$ cat src/rtl/id_ex_pipe.sv
// ID/EX pipeline register with flush bubbles, en_reg hold and a bounded multicycle freeze.
// Optional frozen-edge counter on stall_cnt when ID_EX_PIPE_PERF_CNT_EN is defined.
module id_ex_pipe #(
  parameter int CTRL_W   = 8,
  parameter int DATA_W   = 32,
  parameter int REG_W    = 5,
  parameter int HOLD_MAX = 32,
  parameter int CNT_W    = $clog2(HOLD_MAX + 1)
) (
  input  logic              clk,
  input  logic              rst,
  input  logic              en_reg,
  input  logic              flush,
  input  logic              mc_start,
  input  logic [CNT_W-1:0]  mc_len,
  input  logic              valid_in,
  input  logic [CTRL_W-1:0] ctrl_in,
  input  logic [4:0]        shamt_in,
  input  logic [5:0]        funct_in,
  input  logic [DATA_W-1:0] RD1_in,
  input  logic [DATA_W-1:0] RD2_in,
  input  logic [DATA_W-1:0] immed_in,
  input  logic [REG_W-1:0]  rt_in,
  input  logic [REG_W-1:0]  rd_in,
  output logic              valid_out,
  output logic [CTRL_W-1:0] ctrl_out,
  output logic [4:0]        shamt_out,
  output logic [5:0]        funct_out,
  output logic [DATA_W-1:0] RD1_out,
  output logic [DATA_W-1:0] RD2_out,
  output logic [DATA_W-1:0] immed_out,
  output logic [REG_W-1:0]  rt_out,
  output logic [REG_W-1:0]  rd_out,
  output logic              mc_busy,
  output logic [15:0]       stall_cnt
);

  typedef enum logic {S_IDLE, S_HOLD} state_t;

  localparam logic [CNT_W-1:0] HOLD_MAX_C = CNT_W'(HOLD_MAX);
  localparam logic [CNT_W-1:0] ONE_C      = CNT_W'(1);

  function automatic logic [CNT_W-1:0] clamp_len(input logic [CNT_W-1:0] len);
    return (len > HOLD_MAX_C) ? HOLD_MAX_C : len;
  endfunction

  state_t            r_state;
  logic [CNT_W-1:0]  r_cnt;
  logic              r_busy;
  logic              r_valid;
  logic [CTRL_W-1:0] r_ctrl;
  logic [4:0]        r_shamt;
  logic [5:0]        r_funct;
  logic [DATA_W-1:0] r_rd1;
  logic [DATA_W-1:0] r_rd2;
  logic [DATA_W-1:0] r_immed;
  logic [REG_W-1:0]  r_rt;
  logic [REG_W-1:0]  r_rd;

  logic              w_mc_accept;
  logic [CNT_W-1:0]  w_len;

  assign w_mc_accept = (r_state == S_IDLE) && mc_start && (mc_len != '0);
  assign w_len       = clamp_len(mc_len);

  // The request edge itself is the first frozen edge, so HOLD counts the remaining N-1.
  always_ff @(posedge clk) begin
    if (!rst) begin
      r_state <= S_IDLE;
      r_cnt   <= '0;
      r_busy  <= 1'b0;
      r_valid <= 1'b0;
      r_ctrl  <= '0;
      r_shamt <= '0;
      r_funct <= '0;
      r_rd1   <= '0;
      r_rd2   <= '0;
      r_immed <= '0;
      r_rt    <= '0;
      r_rd    <= '0;
    end else if (flush) begin
      r_ctrl  <= '0;
      r_valid <= 1'b0;
      r_state <= S_IDLE;
      r_cnt   <= '0;
      r_busy  <= 1'b0;
    end else if (r_state == S_HOLD) begin
      if (r_cnt <= ONE_C) begin
        r_state <= S_IDLE;
        r_cnt   <= '0;
        r_busy  <= 1'b0;
      end else begin
        r_cnt <= r_cnt - ONE_C;
      end
    end else if (w_mc_accept) begin
      r_cnt <= w_len - ONE_C;
      if (w_len > ONE_C) begin
        r_state <= S_HOLD;
        r_busy  <= 1'b1;
      end
    end else if (en_reg) begin
      r_valid <= valid_in;
      r_ctrl  <= ctrl_in;
      r_shamt <= shamt_in;
      r_funct <= funct_in;
      r_rd1   <= RD1_in;
      r_rd2   <= RD2_in;
      r_immed <= immed_in;
      r_rt    <= rt_in;
      r_rd    <= rd_in;
    end
  end

  assign valid_out = r_valid;
  assign ctrl_out  = r_ctrl;
  assign shamt_out = r_shamt;
  assign funct_out = r_funct;
  assign RD1_out   = r_rd1;
  assign RD2_out   = r_rd2;
  assign immed_out = r_immed;
  assign rt_out    = r_rt;
  assign rd_out    = r_rd;
  assign mc_busy   = r_busy;

`ifdef ID_EX_PIPE_PERF_CNT_EN
  logic        w_frozen;
  logic [15:0] r_stall;

  // Flush edges are bubbles, not stalls, so they never count.
  assign w_frozen = !flush && ((r_state == S_HOLD) || w_mc_accept || !en_reg);

  always_ff @(posedge clk) begin
    if (!rst) begin
      r_stall <= '0;
    end else if (w_frozen && (r_stall != 16'hFFFF)) begin
      r_stall <= r_stall + 16'd1;
    end
  end

  assign stall_cnt = r_stall;
`else
  assign stall_cnt = '0;
`endif

endmodule

$ cat config.mk
export PLATFORM = sky130hd
export DESIGN_NAME = id_ex_pipe
export DESIGN_NICKNAME = d
export VERILOG_FILES = /design/src/rtl/id_ex_pipe.sv
export SDC_FILE = /design/constraint.sdc
export NUM_CORES = 1
export LEC_CHECK = 0
export ABC_AREA = 1
export BUFFER_PORTS_ARGS = -buffer_cell sky130_fd_sc_hd__buf_2
export CAP_MARGIN = 30
export CORE_MARGIN = 2
export CORE_UTILIZATION = 32
export CTS_CLUSTER_DIAMETER = 200
export CTS_CLUSTER_SIZE = 8
export DETAILED_ROUTE_END_ITERATION = 8
export PLACE_DENSITY_LB_ADDON = 0.1
export REMOVE_ABC_BUFFERS = 1
export SLEW_MARGIN = 20
export SYNTH_ARGS = -nofsm -noshare
export SYNTH_HDL_FRONTEND = slang
export SYNTH_SLANG_ARGS = --single-unit
$ cat constraint.sdc
create_clock -name clk -period 1.4 [get_ports clk]
set_input_delay 0.07 -clock clk [delete_from_list [all_inputs] [get_ports clk]]
set_output_delay 0.07 -clock clk [all_outputs]
set_load 0.01 [all_outputs]
* Word-level counts from Yosys, hierarchy flattened
Cells that the tools add are included.
** Storage, ports and cells
- Logic and storage cells :: 43
- Output and inout port bits :: 143
- Register bits :: 134
- Input port bits :: 137
** Operators by class
- Equality and inequality tests :: 1
- Muxes and demuxes :: 12
- $add $sub $neg :: 2
- $lt $le $gt $ge :: 3
- Bitwise logic cells :: 4
- Reductions and logical operators :: 9
** Operators with widths (number)
- 2-to-1 mux 6 bit :: 4
- subtractor 6 x 1 -> 6 bit (second input constant) :: 2
- 2-to-1 mux 1 bit :: 8
- greater-than comparator 6 x 1 -> 1 bit (second input constant) :: 1
- greater-than comparator 6 bit (second input constant) :: 1
- <= comparator 6 x 1 -> 1 bit (second input constant) :: 1
- AND reduction 3 bit :: 2
- nonzero test 6 bit :: 1
- inverter 1 bit :: 4
- AND reduction 4 bit :: 1
- nonzero test 2 bit :: 2
- logical AND 1 bit :: 2
- inequality test 2 x 1 -> 1 bit (second input constant) :: 1
- OR reduction 2 bit :: 1

* Longest topological paths before layout
- Depth after elaboration :: 6
- Depth in mapped cells :: 11
- Depth with buffers taken out :: 11

* Worst setup path after synthesis
Ideal clock, no wire load.
- Kind :: reg-to-reg
- Start point :: register r_state
- End point :: register r_ctrl[3], in the netlist ctrl_out[3]
- Cell stages (with the launch flop) :: 8
- Arrival :: 1.185 ns
- Library setup time :: 0.113 ns
- Setup slack :: 0.102 ns
- Buffers on the path :: 2
- Required time :: 1.287 ns
- Clock period less this slack :: 1.298 ns
- Path through :: dfxtp_1 > buf_4 > clkinv_1 > nand3_1 > buf_2 > nand2_1 > nand2_1 > nor2_1
** Between the ends
- Longest elaborated chain between the ends :: 5
** RTL lines
- start, declared :: RTL line 47 : state_t r_state;
- start signal, assigned :: RTL line 69 : r_state <= S_IDLE;
- start signal, assigned :: RTL line 84 : r_state <= S_IDLE;
- start signal, assigned :: RTL line 89 : r_state <= S_IDLE;
- inverter 1 bit (no line) (*)
- logical AND 1 bit (2 in a row) :: RTL line 63 : assign w_mc_accept = (r_state == S_IDLE) && mc_start && (mc_len != '0);
- inverter 1 bit (no line)
- AND reduction 3 bit (no line) (*)
- end signal, assigned :: RTL line 103 : r_ctrl <= ctrl_in;
- end, declared :: RTL line 51 : logic [CTRL_W-1:0] r_ctrl;
Every way passes the cells marked *; elsewhere a longest branch is shown, timed or not.
A chain may end at the register's enable or synchronous reset.

* Worst setup path after layout
- Start point :: register r_state
- End point :: register r_rd2[8], in the netlist RD2_out[8]
** Between the ends
- Longest elaborated chain between the ends :: 5
** RTL lines
- inverter 1 bit (no line) (*)
- logical AND 1 bit (2 in a row) :: RTL line 63
- inverter 1 bit (no line)
- AND reduction 4 bit (no line) (*)
- end signal, assigned :: RTL line 107 : r_rd2 <= RD2_in;
- end, declared :: RTL line 55 : logic [DATA_W-1:0] r_rd2;
Marks and branches as above.

==> run summary <==
Critical setup path kind = flop to flop
Nets = 1471
Final Cycle Share = 92.6%
Top post-synthesis cells by count = 280 x sky130_fd_sc_hd__nand2_1, 268 x sky130_fd_sc_hd__nor2_1, 150 x sky130_fd_sc_hd__inv_1
Top-area cell type share of the netlist area = 45.1%
Quantity of I/O buffers inserted on ports = 263
Number of max-slew violations in the final report = 0
Maximum resistive drop on vdd = 0.000803 V
Post-synth ARST share = 0%
H-tree lvl count = 4
Clock buffer depth = 2
Final setup violation count = 0
DR iter-0 viols = 218
Hold Worst Slack = 78.0 ps
Maximum clock frequency = 0.772 GHz
CTS clk-pin slew, worst paths = 50 ps
Cell with the most instances after synthesis = sky130_fd_sc_hd__nand2_1
Proportion of synthesized chip area in sequential cells = 45.1%
Net Sw Power = 2.74 mW
Residual DRC count = 0
RSZ-0062 raised after global routing = no
Via density per instance = 3.97
Leakage power of the design = 5.53 nW
Clock tree from TritonCTS = built
Fraction of power consumed by the clock network = 46.0%
Synthesis Warnings = 0
Overall track demand over capacity in global routing = 17.2%
Drt pass-1 iters = 4
Number of antenna violations at the first check in global routing = 0
Post-synthesis cell type with the largest combined area = sky130_fd_sc_hd__dfxtp_1
Status = finished clean
Share of the core filled with cells = 52.7%
Maximum number of pins on one net before global-route repair = 66
Critical-path maximum fanout = 19
Number of flops mapped to enable cells by yosys = 0
Startpoint Class = flop
Dpl ws = -3.26 ps
Via count of the first global-routing pass = 5849
Largest cells by area after synthesis = sky130_fd_sc_hd__dfxtp_1 45%, sky130_fd_sc_hd__nand2_1 18%, sky130_fd_sc_hd__nor2_1 17%, sky130_fd_sc_hd__inv_1 9.5%, sky130_fd_sc_hd__buf_4 3.0%
Core ar. = 0.0181 mm2
Share of layout cells above drive strength 1 = 25.0%
Netlist area before placement = 0.00595 mm2
Seq cells post-synth = 134
Count of max-cap constraint violations = 0
Routability cong. = 0.776
Combinational cell fraction of total power = 15.9%
Number of inserted diodes = 0
Die width = 140 um
Total via count after detailed routing = 6244
Remaining antenna violation count after routing = 0
I/O pin count = 280
Post-synthesis to final-layout area growth = 60.3%
Number of core rows = 49
Final WL = 17.0 mm
Sequential fraction of design power = 38.1%
Cell Pwr Density = 1140 mW/mm2
Total clock buffers created by CTS = 17
Avg WL per Cell = 10.8 um
Die height = 140 um
PnR worst setup slack = 104 ps
Clk_lat worst skew = 410 ps
Crit path time final = 1300 ps
Required arrival time at the worst endpoint = 1700 ps
Die area = 0.0197 mm2
Arrival time at the worst endpoint = 1600 ps
Clk_skew = 9.74 ps
Design internal power = 8.17 mW
Nature of the critical path endpoint = flop
Starting density of the core = 32.9%
Unique masters post-synth = 21
Global-route wire length before repair = 27.7 mm
Clock sink count = 134
Avg Inst Size Synth = 6.37 um2
Root buffer cell = sky130_fd_sc_hd__clkbuf_16
Overall overflow remaining after global route = 0
Hold Fails Final Rpt = 0
Switching power as a share of total power = 25.1%
Top flip-flop cell by instance count after synthesis = sky130_fd_sc_hd__dfxtp_1
Number of standard cells after synthesis = 934
Class of the most critical hold timing path = input pin to flop
Estimated wirelength of the detail-placed design = 11.7 mm
state kept, by name (all words and copies together), names as in the netlist:
signal,count
funct_out,6
RD2_out,32
ctrl_out,8
immed_out,32
rt_out,5
r_state,1
RD1_out,32
r_cnt,6
valid_out,1
rd_out,5
shamt_out,5
mc_busy,1
critical path, stage by stage (launching register included):
cell,delay [ps]
sky130_fd_sc_hd__dfxtp_2,350
sky130_fd_sc_hd__nor2_4,130
sky130_fd_sc_hd__nand2_4,70
sky130_fd_sc_hd__nand3_4,90
sky130_fd_sc_hd__buf_12,180
sky130_fd_sc_hd__buf_4,190
sky130_fd_sc_hd__nand2_1,70
sky130_fd_sc_hd__nand2_1,60
sky130_fd_sc_hd__nor2_1,40
stage by stage:
stage,setup TNS (ps),area [um2],cells,power (mW)
after global routing,0,9540,1572,11.4
final,0,9540,1572,10.9
after CTS,0,9520,1572,11.0
after global placement,0,7580,1413,5.68
after floorplan,-117230,5650,892,4.99
after detailed placement,-3.26,7580,1413,5.69
cell families after synthesis:
kind of cell	share of synthesized area (%)
flip-flops	45.1
buffers and inverters	15.6
AO/OA/AOI/OAI	1.05
XOR/XNOR	0.147
other	0.0630
AND/OR/NAND/NOR	37.3
adder cells (fa/ha/maj)	0.841
repair_timing:
| item | 4_1_cts | 5_1_grt |
|---|---|---|
| setup endpoints to repair | 4 | 53 |
| buffers inserted | 0 | 0 |
| hold buffers | 127 | 0 |
| hold endpoints to repair | 126 | 0 |
| pin swaps | 0 | 2 |
| gates resized for setup | 1 | 11 |
metal layers:
metal | up-vias | GRT usage (%) | part of all wire [%]
met5 | - | 0 | 0
met4 | 0 | 5.58 | 1.3
met2 | 181 | 30.2 | 48
met3 | 17 | 5.85 | 7.4
li1 | 3431 | - | -
met1 | 2615 | 19.7 | 43
final cells by class:
class                      count  area, um2
tap                          229        287
inverter                     151        567
sequential                   134       2690
timing repair buffer         419       2930
multi-input combinational    607       2410
clock buffer                  21        460
clock inverter                11        196
fill                        1791       8550
worst paths after layout:
kind	start	to	slack [ps]	cells past startpoint
worst max register to register	r_state$_SDFF_PP0_	RD2_out[8]$_SDFFE_PN0P_	100	8
worst max-delay path	r_state$_SDFF_PP0_	RD2_out[8]$_SDFFE_PN0P_	100	8
worst min-delay path	mc_start	r_state$_SDFF_PP0_	80	5
worst min register to register	mc_busy$_SDFFE_PP0P_	mc_busy$_SDFFE_PP0P_	500	2
power groups by stage:
stage               Clock (mW)  Combinational [mW]  Sequential (mW)
floorplan                    0               0.648             4.34
global placement             0                1.45             4.23
detailed placement           0                1.45             4.24
CTS                       5.15                1.74             4.15
global route              5.30                1.96             4.18
finish                    5.02                1.74             4.15
placed cells by master (no fill, tap or decap), types with 3 or more instances in the layout:
| cell | count |
|---|---|
| sky130_fd_sc_hd__dlygate4sd3_1 | 127 |
| sky130_fd_sc_hd__nand3_1 | 18 |
| sky130_fd_sc_hd__ha_1 | 3 |
| sky130_fd_sc_hd__buf_4 | 19 |
| sky130_fd_sc_hd__a21oi_1 | 4 |
| sky130_fd_sc_hd__o21ai_0 | 7 |
| sky130_fd_sc_hd__buf_2 | 262 |
| sky130_fd_sc_hd__nor2_1 | 267 |
| sky130_fd_sc_hd__clkbuf_16 | 17 |
| sky130_fd_sc_hd__dfxtp_1 | 132 |
| sky130_fd_sc_hd__bufinv_16 | 5 |
| sky130_fd_sc_hd__conb_1 | 16 |
| sky130_fd_sc_hd__nand2_1 | 278 |
| sky130_fd_sc_hd__buf_12 | 9 |
| sky130_fd_sc_hd__inv_1 | 148 |
No activity file was read; power rests on OpenSTA's default activity.
